$ cat src/rtl/proc_pkg.sv
// rtl/proc_pkg.sv - shared constants and FSM encoding for the instruction-memory loader
// IM_LOADER_CHECKSUM_EN adds the CHECK state.
package proc_pkg;

  localparam int IM_WORD_BYTES  = 4;
  localparam int DEF_ADDR_WIDTH = 8;
  localparam int DEF_CNT_WIDTH  = 16;

  typedef enum logic [2:0] {
    ST_IDLE  = 3'd0,
    ST_RECV  = 3'd1,
    ST_WRITE = 3'd2,
`ifdef IM_LOADER_CHECKSUM_EN
    ST_CHECK = 3'd3,
`endif
    ST_FIN   = 3'd4
  } state_t;

endpackage

$ cat src/rtl/im_loader_if.sv
// rtl/im_loader_if.sv - byte stream, control and instruction-memory write port of the loader
interface im_loader_if
  import proc_pkg::*;
#(
  parameter int ADDR_WIDTH = DEF_ADDR_WIDTH,
  parameter int CNT_WIDTH  = DEF_CNT_WIDTH
);

  logic                  in_START;
  logic [CNT_WIDTH-1:0]  in_COUNT;
  logic                  in_VALID;
  logic [7:0]            in_BYTE;
  logic                  out_READY;
  logic                  out_im_WE;
  logic [ADDR_WIDTH-1:0] out_im_ADDR;
  logic [31:0]           out_im_DATA;
  logic                  out_CPU_HOLD;
  logic                  out_BUSY;
  logic                  out_DONE;
  logic                  out_ERR;

  modport master (
    output in_START, in_COUNT, in_VALID, in_BYTE,
    input  out_READY, out_im_WE, out_im_ADDR, out_im_DATA,
    input  out_CPU_HOLD, out_BUSY, out_DONE, out_ERR
  );

  modport slave (
    input  in_START, in_COUNT, in_VALID, in_BYTE,
    output out_READY, out_im_WE, out_im_ADDR, out_im_DATA,
    output out_CPU_HOLD, out_BUSY, out_DONE, out_ERR
  );

endinterface

$ cat src/rtl/im_loader_byte_packer.sv
// rtl/im_loader_byte_packer.sv - little-endian byte-to-word assembler with index counter
// The newest byte enters at [31:24]; after four shifts the first byte sits in [7:0].
module byte_packer
  import proc_pkg::*;
(
  input  logic        clk,
  input  logic        rst_n,
  input  logic        clear,
  input  logic        shift,
  input  logic [7:0]  data,
  output logic [31:0] word_next,
  output logic        last
);

  localparam int IW = $clog2(IM_WORD_BYTES);

  logic [IW-1:0] idx;
  logic [31:0]   word_q;

  assign word_next = {data, word_q[31:8]};
  assign last      = (idx == IW'(IM_WORD_BYTES - 1));

  always_ff @(posedge clk or negedge rst_n) begin
    if (!rst_n) begin
      idx    <= '0;
      word_q <= '0;
    end else if (clear) begin
      idx    <= '0;
      word_q <= '0;
    end else if (shift) begin
      idx    <= last ? '0 : idx + IW'(1);
      word_q <= word_next;
    end
  end

endmodule

$ cat src/rtl/im_loader.sv
// rtl/im_loader.sv - loads instruction memory from a byte stream and holds the CPU until done
// IM_LOADER_CHECKSUM_EN: expect a trailing XOR checksum byte verified in CHECK.
module im_loader
  import proc_pkg::*;
#(
  parameter int ADDR_WIDTH = DEF_ADDR_WIDTH,
  parameter int CNT_WIDTH  = DEF_CNT_WIDTH
)(
  input  logic CLK,
  input  logic RESET_N,
  im_loader_if.slave bus
);

  localparam logic [CNT_WIDTH:0] DEPTH = (CNT_WIDTH + 1)'(1) << ADDR_WIDTH;

  state_t               state;
  logic [CNT_WIDTH-1:0] count_q;
  logic [CNT_WIDTH-1:0] wcnt;
  logic [CNT_WIDTH-1:0] wcnt_inc;
  logic                 ready_q, we_q, hold_q, busy_q, done_q, err_q;
  logic [31:0]          data_q;
  logic                 accept, pack_clear, pack_shift, pack_last;
  logic [31:0]          pack_word;
`ifdef IM_LOADER_CHECKSUM_EN
  logic [7:0]           csum;
`endif

  assign accept     = bus.in_VALID && ready_q;
  assign pack_clear = (state == ST_IDLE) && bus.in_START;
  assign pack_shift = accept && (state == ST_RECV);
  assign wcnt_inc   = wcnt + CNT_WIDTH'(1);

  byte_packer u_packer (
    .clk       (CLK),
    .rst_n     (RESET_N),
    .clear     (pack_clear),
    .shift     (pack_shift),
    .data      (bus.in_BYTE),
    .word_next (pack_word),
    .last      (pack_last)
  );

  always_ff @(posedge CLK or negedge RESET_N) begin
    if (!RESET_N) begin
      state   <= ST_IDLE;
      count_q <= '0;
      wcnt    <= '0;
      ready_q <= 1'b0;
      we_q    <= 1'b0;
      data_q  <= '0;
      hold_q  <= 1'b1;
      busy_q  <= 1'b0;
      done_q  <= 1'b0;
      err_q   <= 1'b0;
`ifdef IM_LOADER_CHECKSUM_EN
      csum    <= '0;
`endif
    end else begin
      we_q   <= 1'b0;
      done_q <= 1'b0;
      case (state)
        ST_IDLE: begin
          if (bus.in_START) begin
            count_q <= bus.in_COUNT;
            wcnt    <= '0;
            err_q   <= 1'b0;
            hold_q  <= 1'b1;
            busy_q  <= 1'b1;
`ifdef IM_LOADER_CHECKSUM_EN
            csum    <= '0;
`endif
            if (bus.in_COUNT == '0) begin
              state  <= ST_FIN;
              done_q <= 1'b1;
              hold_q <= 1'b0;
            end else if ({1'b0, bus.in_COUNT} > DEPTH) begin
              // Rejected up front so the word address can never wrap.
              state  <= ST_FIN;
              done_q <= 1'b1;
              err_q  <= 1'b1;
            end else begin
              state   <= ST_RECV;
              ready_q <= 1'b1;
            end
          end
        end
        ST_RECV: begin
          if (accept) begin
`ifdef IM_LOADER_CHECKSUM_EN
            csum <= csum ^ bus.in_BYTE;
`endif
            if (pack_last) begin
              state   <= ST_WRITE;
              ready_q <= 1'b0;
              we_q    <= 1'b1;
              data_q  <= pack_word;
            end
          end
        end
        ST_WRITE: begin
          wcnt <= wcnt_inc;
          if (wcnt_inc == count_q) begin
`ifdef IM_LOADER_CHECKSUM_EN
            state   <= ST_CHECK;
            ready_q <= 1'b1;
`else
            state   <= ST_FIN;
            done_q  <= 1'b1;
            hold_q  <= 1'b0;
`endif
          end else begin
            state   <= ST_RECV;
            ready_q <= 1'b1;
          end
        end
`ifdef IM_LOADER_CHECKSUM_EN
        ST_CHECK: begin
          if (accept) begin
            state   <= ST_FIN;
            ready_q <= 1'b0;
            done_q  <= 1'b1;
            if (bus.in_BYTE == csum) hold_q <= 1'b0;
            else                     err_q  <= 1'b1;
          end
        end
`endif
        ST_FIN: begin
          state  <= ST_IDLE;
          busy_q <= 1'b0;
        end
        default: state <= ST_IDLE;
      endcase
    end
  end

  assign bus.out_READY    = ready_q;
  assign bus.out_im_WE    = we_q;
  assign bus.out_im_ADDR  = wcnt[ADDR_WIDTH-1:0];
  assign bus.out_im_DATA  = data_q;
  assign bus.out_CPU_HOLD = hold_q;
  assign bus.out_BUSY     = busy_q;
  assign bus.out_DONE     = done_q;
  assign bus.out_ERR      = err_q;

endmodule

$ cat src/flat_wrapper.sv
// flat-port wrapper written by rule: the top's interface ports become plain ports
module im_loader_flat import proc_pkg::*;
#(
  parameter int ADDR_WIDTH = DEF_ADDR_WIDTH,
  parameter int CNT_WIDTH  = DEF_CNT_WIDTH
)
  (CLK, RESET_N, bus_in_START, bus_in_COUNT, bus_in_VALID, bus_in_BYTE, bus_out_READY, bus_out_im_WE, bus_out_im_ADDR, bus_out_im_DATA, bus_out_CPU_HOLD, bus_out_BUSY, bus_out_DONE, bus_out_ERR);
  im_loader_if #(.ADDR_WIDTH(ADDR_WIDTH), .CNT_WIDTH(CNT_WIDTH)) bus_i ();
  input  logic CLK;
  input  logic RESET_N;
  input wire logic [$bits(bus_i.in_START)-1:0] bus_in_START;
  input wire logic [$bits(bus_i.in_COUNT)-1:0] bus_in_COUNT;
  input wire logic [$bits(bus_i.in_VALID)-1:0] bus_in_VALID;
  input wire logic [$bits(bus_i.in_BYTE)-1:0] bus_in_BYTE;
  output wire logic [$bits(bus_i.out_READY)-1:0] bus_out_READY;
  output wire logic [$bits(bus_i.out_im_WE)-1:0] bus_out_im_WE;
  output wire logic [$bits(bus_i.out_im_ADDR)-1:0] bus_out_im_ADDR;
  output wire logic [$bits(bus_i.out_im_DATA)-1:0] bus_out_im_DATA;
  output wire logic [$bits(bus_i.out_CPU_HOLD)-1:0] bus_out_CPU_HOLD;
  output wire logic [$bits(bus_i.out_BUSY)-1:0] bus_out_BUSY;
  output wire logic [$bits(bus_i.out_DONE)-1:0] bus_out_DONE;
  output wire logic [$bits(bus_i.out_ERR)-1:0] bus_out_ERR;
  assign bus_i.in_START = bus_in_START;
  assign bus_i.in_COUNT = bus_in_COUNT;
  assign bus_i.in_VALID = bus_in_VALID;
  assign bus_i.in_BYTE = bus_in_BYTE;
  assign bus_out_READY = bus_i.out_READY;
  assign bus_out_im_WE = bus_i.out_im_WE;
  assign bus_out_im_ADDR = bus_i.out_im_ADDR;
  assign bus_out_im_DATA = bus_i.out_im_DATA;
  assign bus_out_CPU_HOLD = bus_i.out_CPU_HOLD;
  assign bus_out_BUSY = bus_i.out_BUSY;
  assign bus_out_DONE = bus_i.out_DONE;
  assign bus_out_ERR = bus_i.out_ERR;
  im_loader #(.ADDR_WIDTH(ADDR_WIDTH), .CNT_WIDTH(CNT_WIDTH)) u_core (.CLK(CLK), .RESET_N(RESET_N), .bus(bus_i));
endmodule
$ cat config.mk
export PLATFORM = sky130hd
export DESIGN_NAME = im_loader_flat
export DESIGN_NICKNAME = d
export VERILOG_FILES = /design/src/rtl/proc_pkg.sv /design/src/rtl/im_loader_if.sv /design/src/rtl/im_loader_byte_packer.sv /design/src/rtl/im_loader.sv /design/src/flat_wrapper.sv
export SDC_FILE = /design/constraint.sdc
export NUM_CORES = 1
export LEC_CHECK = 0
export BUFFER_PORTS_ARGS = -buffer_cell sky130_fd_sc_hd__buf_2
export CORE_ASPECT_RATIO = 1.5
export CORE_MARGIN = 4
export CORE_UTILIZATION = 35
export CTS_BUF_LIST = sky130_fd_sc_hd__clkbuf_2
export DETAILED_ROUTE_END_ITERATION = 7
export PLACE_DENSITY_LB_ADDON = 0.2
export SETUP_SLACK_MARGIN = 0.1
export SYNTH_ARGS = -nofsm -noshare
export SYNTH_HDL_FRONTEND = slang
export SYNTH_HIERARCHICAL = 1
export SYNTH_SLANG_ARGS = --single-unit
$ cat constraint.sdc
create_clock -name CLK -period 2.3 [get_ports CLK]
set_input_delay 0.46 -clock CLK [delete_from_list [all_inputs] [get_ports CLK]]
set_output_delay 0.46 -clock CLK [all_outputs]
set_load 0.005 [all_outputs]
# Word-level counts from Yosys, hierarchy flattened
# Cells that the tools add are included.
dict set report op_classes {
  addsub 2
  magnitude_cmp 1
  n_eq_ne 12
  muxes 36
  n_reduce_logical 16
}
# cell n
set op_table {}
lappend op_table {{$mux W32} 2}
lappend op_table {{$pmux W16 S2} 1}
lappend op_table {{$mux W1} 18}
lappend op_table {{$mux W3} 6}
lappend op_table {{$add A16 B1 Y16 const B} 1}
lappend op_table {{$eq A16 B16 Y1} 1}
lappend op_table {{$gt A16 B9 Y1 const B} 1}
lappend op_table {{$logic_not A16 Y1} 1}
lappend op_table {{$mux W16} 1}
lappend op_table {{$ne A2 B2 Y1 const B} 5}
lappend op_table {{$pmux W3 S3} 1}
lappend op_table {{$reduce_and A3 Y1} 3}
lappend op_table {{$reduce_and A7 Y1} 1}
lappend op_table {{$mux W2} 3}
lappend op_table {{$pmux W1 S2} 3}
lappend op_table {{$reduce_and A2 Y1} 3}
lappend op_table {{$reduce_bool A2 Y1} 3}
lappend op_table {{$ne A2 B1 Y1 const B} 2}
lappend op_table {{$eq A3 B1 Y1 const B} 1}
lappend op_table {{$eq A3 B2 Y1 const B} 1}
lappend op_table {{$eq A3 B3 Y1 const B} 1}
lappend op_table {{$logic_and A1 B1 Y1} 3}
lappend op_table {{$logic_not A3 Y1} 1}
lappend op_table {{$pmux W1 S3} 1}
lappend op_table {{other kinds (3)} 3}
dict set report totals {
  ff_bits 107
  input_bits 28
  out_inout_bits 46
  wordCells 79
}

# Longest topological paths before layout
dict set report logic_depth {
  ltp_word 5
  ltp_mapped 7
  mapped_depth_nobuf 7
}

# Hierarchy
# Netlist, hierarchy kept.
# module n_inst cells_each area_per_inst_um2 seq_area_each_um2
set modules_own_cells {}
lappend modules_own_cells {im_loader 1 377 3534.6 1828.0}
lappend modules_own_cells {byte_packer 1 93 1147.4 650.6}

# Worst setup path before layout
# Ideal clock, no wire load.
dict set report synth_path {
  path_type {register -> register}
  startpoint {register u_core.wcnt[0]}
  endpoint {register u_core.hold_q, in the netlist u_core/bus.out_CPU_HOLD}
  setup_time_ns 0.082
  t_arrival_ns 2.413
  t_required_ns 2.218
  setup_slack_ns -0.195
  path_stages_with_launch 8
  synth_period_minus_slack_ns 2.495
  cell_sequence {dfrtp_1 ha_1 nand4_1 nor4_1 xnor2_1 nand4_1 or4_4 o31a_1}
}
dict set report synth_via {
  elab_chain_cells 4
}
# item line
set synth_lines {}
lappend synth_lines {{from (decl)} im_loader.sv:18} ;# logic [CNT_WIDTH-1:0] wcnt;
lappend synth_lines {{from (signal assigned)} im_loader.sv:101} ;# wcnt <= wcnt_inc;
lappend synth_lines {{$add A16 B1 Y16} im_loader.sv:31} ;# assign wcnt_inc = wcnt + CNT_WIDTH'(1);
lappend synth_lines {{$eq A16 B16 Y1} im_loader.sv:102} ;# if (wcnt_inc == count_q) begin
lappend synth_lines {{$ne A2 B1 Y1 (no line)} n/a}
lappend synth_lines {{$reduce_and A3 Y1 (no line)} n/a}
lappend synth_lines {{to (signal assigned)} im_loader.sv:51} ;# hold_q <= 1'b1;
lappend synth_lines {{to (signal assigned)} im_loader.sv:67} ;# hold_q <= 1'b1;
lappend synth_lines {{to (signal assigned)} im_loader.sv:109} ;# hold_q <= 1'b0;
lappend synth_lines {{to (decl)} im_loader.sv:20} ;# logic ready_q, we_q, hold_q, busy_q, done_q, err_q;
# No other way between the ends.
# A chain may end at the register's enable or synchronous reset.

# Worst setup path in the final report
# Same ends and word-level chain as after synthesis.

==> metrics.txt <==
Synth Area per Inst 9.962 µm²; crit-path leading delay family simple AND/OR/NAND/NOR gates; Die Y 149.7 µm; max cap viols 0; fmax 0.4431 GHz; Placeable Area 0.01302 mm²; io pins 74; CP Cell Sequence buf_4 > nand3_4 > or2_4 > nor3_4 > a31oi_1 > or4_4 > o31a_1; CTS root buf clkbuf_2; Seq/Total Area, Yosys 52.94%; Critical Path AT 2790 ps; Clock Pin Slew Worst Setup and Hold Paths 290 ps; Worst Setup EP u_core/bus.out_CPU_HOLD; Worst Path Required 2840 ps; Skew-Pair Late Insertion Delay 590 ps; Netlist cell types 48; largest net degree at the start of global routing 48; Crit path buffers/inverters 1; first-pass GRT wire length 19.33 mm; Clock Tree Buf Depth 2; routed via count 3544; CTS tree yes; share of cells above drive strength 1 29.46%; CP Launch Point u_core/wcnt[0]; min-delay src bus_in_BYTE[3]; Cell Area, Synth 0.004682 mm²; detailed placement HPWL 8.525 mm; worst-path maximum fanout 7; min Tclk post-route 2257 ps; antenna violations before repair 1; DR DRC count 0; initial drt markers 110; hold crit path type input port to register; Final period util 98.12%; fillers 1347; Tot GR Track Use 16.18%; GRT overflow 0; Num CTS Buffers 9; status finished clean; Setup TNS Final 0 ps; crit path max-delay cell type or4_4; Initial Util 35.97%; Net Count, Synth 500; drt total wl 11.56 mm; Nets 585; worst clock skew 27.01 ps; Die W 102.4 µm; vias in the first global route 3740; R2R depth 7; Syn. warnings 6; RSZ-0062 raised after global routing yes; Pre-antenna DRT Iters 4; Tightest Pin Transition 473.9 ps; Worst path depth 7; synthesis-to-finish area growth 17.64%; Port Buf Inserts 73; Mapped Cells 470; Final setup viols 0; Reg2Reg Setup Slack 40 ps; crit start category register; Post-synth EDFFs 0; TritonCTS Sinks 99; Max Slew Vio Count 0; placed cell area 0.005294 mm²; Pwr Density 532.3 mW/mm²; end of the worst register-to-register path u_core/bus.out_CPU_HOLD; R2R Path Start u_core/wcnt[0]; Yosys reg bits 99; Die Area 0.01533 mm²; number of routed nets with antenna violations 0; vias per inst 4.922; Placer Congestion 0.8667; async set-reset flop share out of synthesis 100.0%; Slew HR 68.41%; Row Count 51; dominant synthesized flop cell dfrtp_1; CP endpoint kind register; Final Hold Fails 0; CTS H-Tree Depth 3; LEAKAGE 2.765 nW; kind of critical path register to register; WL/cell 16.06 µm; Max stage delay on crit path 570 ps; Final Cell Area 0.005508 mm²; maximum VDD drop 0.3144 mV
==> sequential cells by signal, indices dropped and copies added (netlist names) <==
| name | flops |
|---|---|
| u_core/bus.out_im_DATA | 32 |
| u_core/bus.out_READY | 1 |
| u_core/count_q | 16 |
| u_core/u_packer/word_q | 24 |
| u_core/bus.out_DONE | 1 |
| u_core/u_packer/idx | 2 |
| u_core/bus.out_ERR | 1 |
| u_core/state | 3 |
| u_core/bus.out_BUSY | 1 |
| u_core/wcnt | 16 |
| u_core/bus.out_CPU_HOLD | 1 |
| u_core/bus.out_im_WE | 1 |
==> cells by family (layout without fill, tap and decap cells) <==
logic type / after synthesis / in the layout / synth area share (%)
adder cells (fa/ha/maj): 2 / 2 / 0.5344
flip-flops: 99 / 99 / 52.94
other: 0 / 1 / 0
AND/OR/NAND/NOR: 210 / 210 / 19.94
multiplexers: 41 / 41 / 9.193
XOR/XNOR: 25 / 25 / 4.677
AO/OA/AOI/OAI: 50 / 50 / 6.441
buffers and inverters: 43 / 133 / 6.280
==> cells in the mapped netlist (all sizes together), types with 5 or more instances <==
cell type / number / area share (%)
mux2i: 25 / 5.3
a21oi: 6 / 0.64
o31ai: 5 / 0.80
inv: 5 / 0.40
nor4: 9 / 1.2
nand3: 6 / 0.91
buf: 24 / 4.3
xor2: 14 / 2.6
xnor2: 11 / 2.1
nand4: 6 / 0.80
mux2: 16 / 3.8
nand2: 121 / 9.7
clkbuf: 14 / 1.6
nor2: 47 / 3.8
o21ai: 24 / 2.6
dfrtp: 98 / 52
==> final cells by class <==
| cell class | count | area (µm²) | area share (%) |
|---|---|---|---|
| Tap cell | 159 | 198.9 | 3.612 |
| Inverter | 5 | 18.77 | 0.3408 |
| Clock buffer | 9 | 45.04 | 0.8178 |
| Clock inverter | 7 | 60.06 | 1.090 |
| Multi-Input combinational cell | 328 | 2006 | 36.42 |
| Sequential cell | 99 | 2484 | 45.09 |
| Antenna cell | 1 | 2.502 | 0.04543 |
| Timing Repair Buffer | 112 | 693.2 | 12.59 |
==> worst min-delay path, delay by kind of cell <==
family,cells,cell delay [ps]
buf+inv,1,110
simple gates,2,90
==> routing by layer <==
layer | track usage [%] | routed length, µm
met5 | 0 | 0
met4 | 7.223 | 343
met3 | 2.472 | 460
met2 | 28.69 | 6233
met1 | 18.85 | 4524
==> power by group <==
| group | total, mW | switching [mW] | internal [mW] |
|---|---|---|---|
| sequential | 1.84 | 0.0468 | 1.80 |
| combinational | 0.282 | 0.151 | 0.131 |
| clock | 0.807 | 0.642 | 0.165 |
| total | 2.93 | 0.840 | 2.09 |
==> placed cells by master (no fill, tap or decap), types with 5 or more instances in the layout <==
cell,count
a21oi_1,6
buf_2,72
buf_4,35
clkbuf_2,9
dfrtp_1,94
inv_1,5
mux2_2,16
mux2i_1,25
nand2_1,120
nand4_1,6
nor2_1,45
nor4_1,5
o21ai_0,24
o31ai_1,5
xnor2_1,11
xor2_1,12
==> timing repair <==
action / CTS / global route
endpoints found under the setup margin: 3 / 5
endpoints found under the hold margin: 31 / 2
pin swaps: 8 / 0
resized for setup: 7 / 2
setup buffers: 4 / 0
hold buffers: 1 / 2
gates cloned: 0 / 0
==> worst min path at each step <==
stage,to,slack [ps],depth (start not counted)
5_1_grt,u_core/bus.out_im_DATA[28],8,3
2_1_floorplan,u_core/bus.out_BUSY,160,0
6_report,u_core/bus.out_im_DATA[27],60,3
4_1_cts,u_core/bus.out_im_DATA[26],0.08,3
3_3_place_gp,u_core/count_q[4],450,1
3_5_place_dp,u_core/count_q[6],460,1
==> stage by stage <==
stage | setup slack, ps | total power, mW | hold slack, ps | instances | utilization (%)
floorplan | 102.6 | 2.016 | 164.4 | 470 | -
global placement | 98.43 | 2.148 | 453.6 | 696 | 40.67
detailed placement | 51.06 | 2.152 | 456.9 | 696 | 40.67
CTS | 52.47 | 2.987 | 0.08155 | 717 | 42.07
global route | -65.28 | 3.103 | 8.142 | 720 | 42.31
finish | 43.22 | 2.932 | 59.18 | 720 | 42.31
No activity file was read; power rests on OpenSTA's default activity.
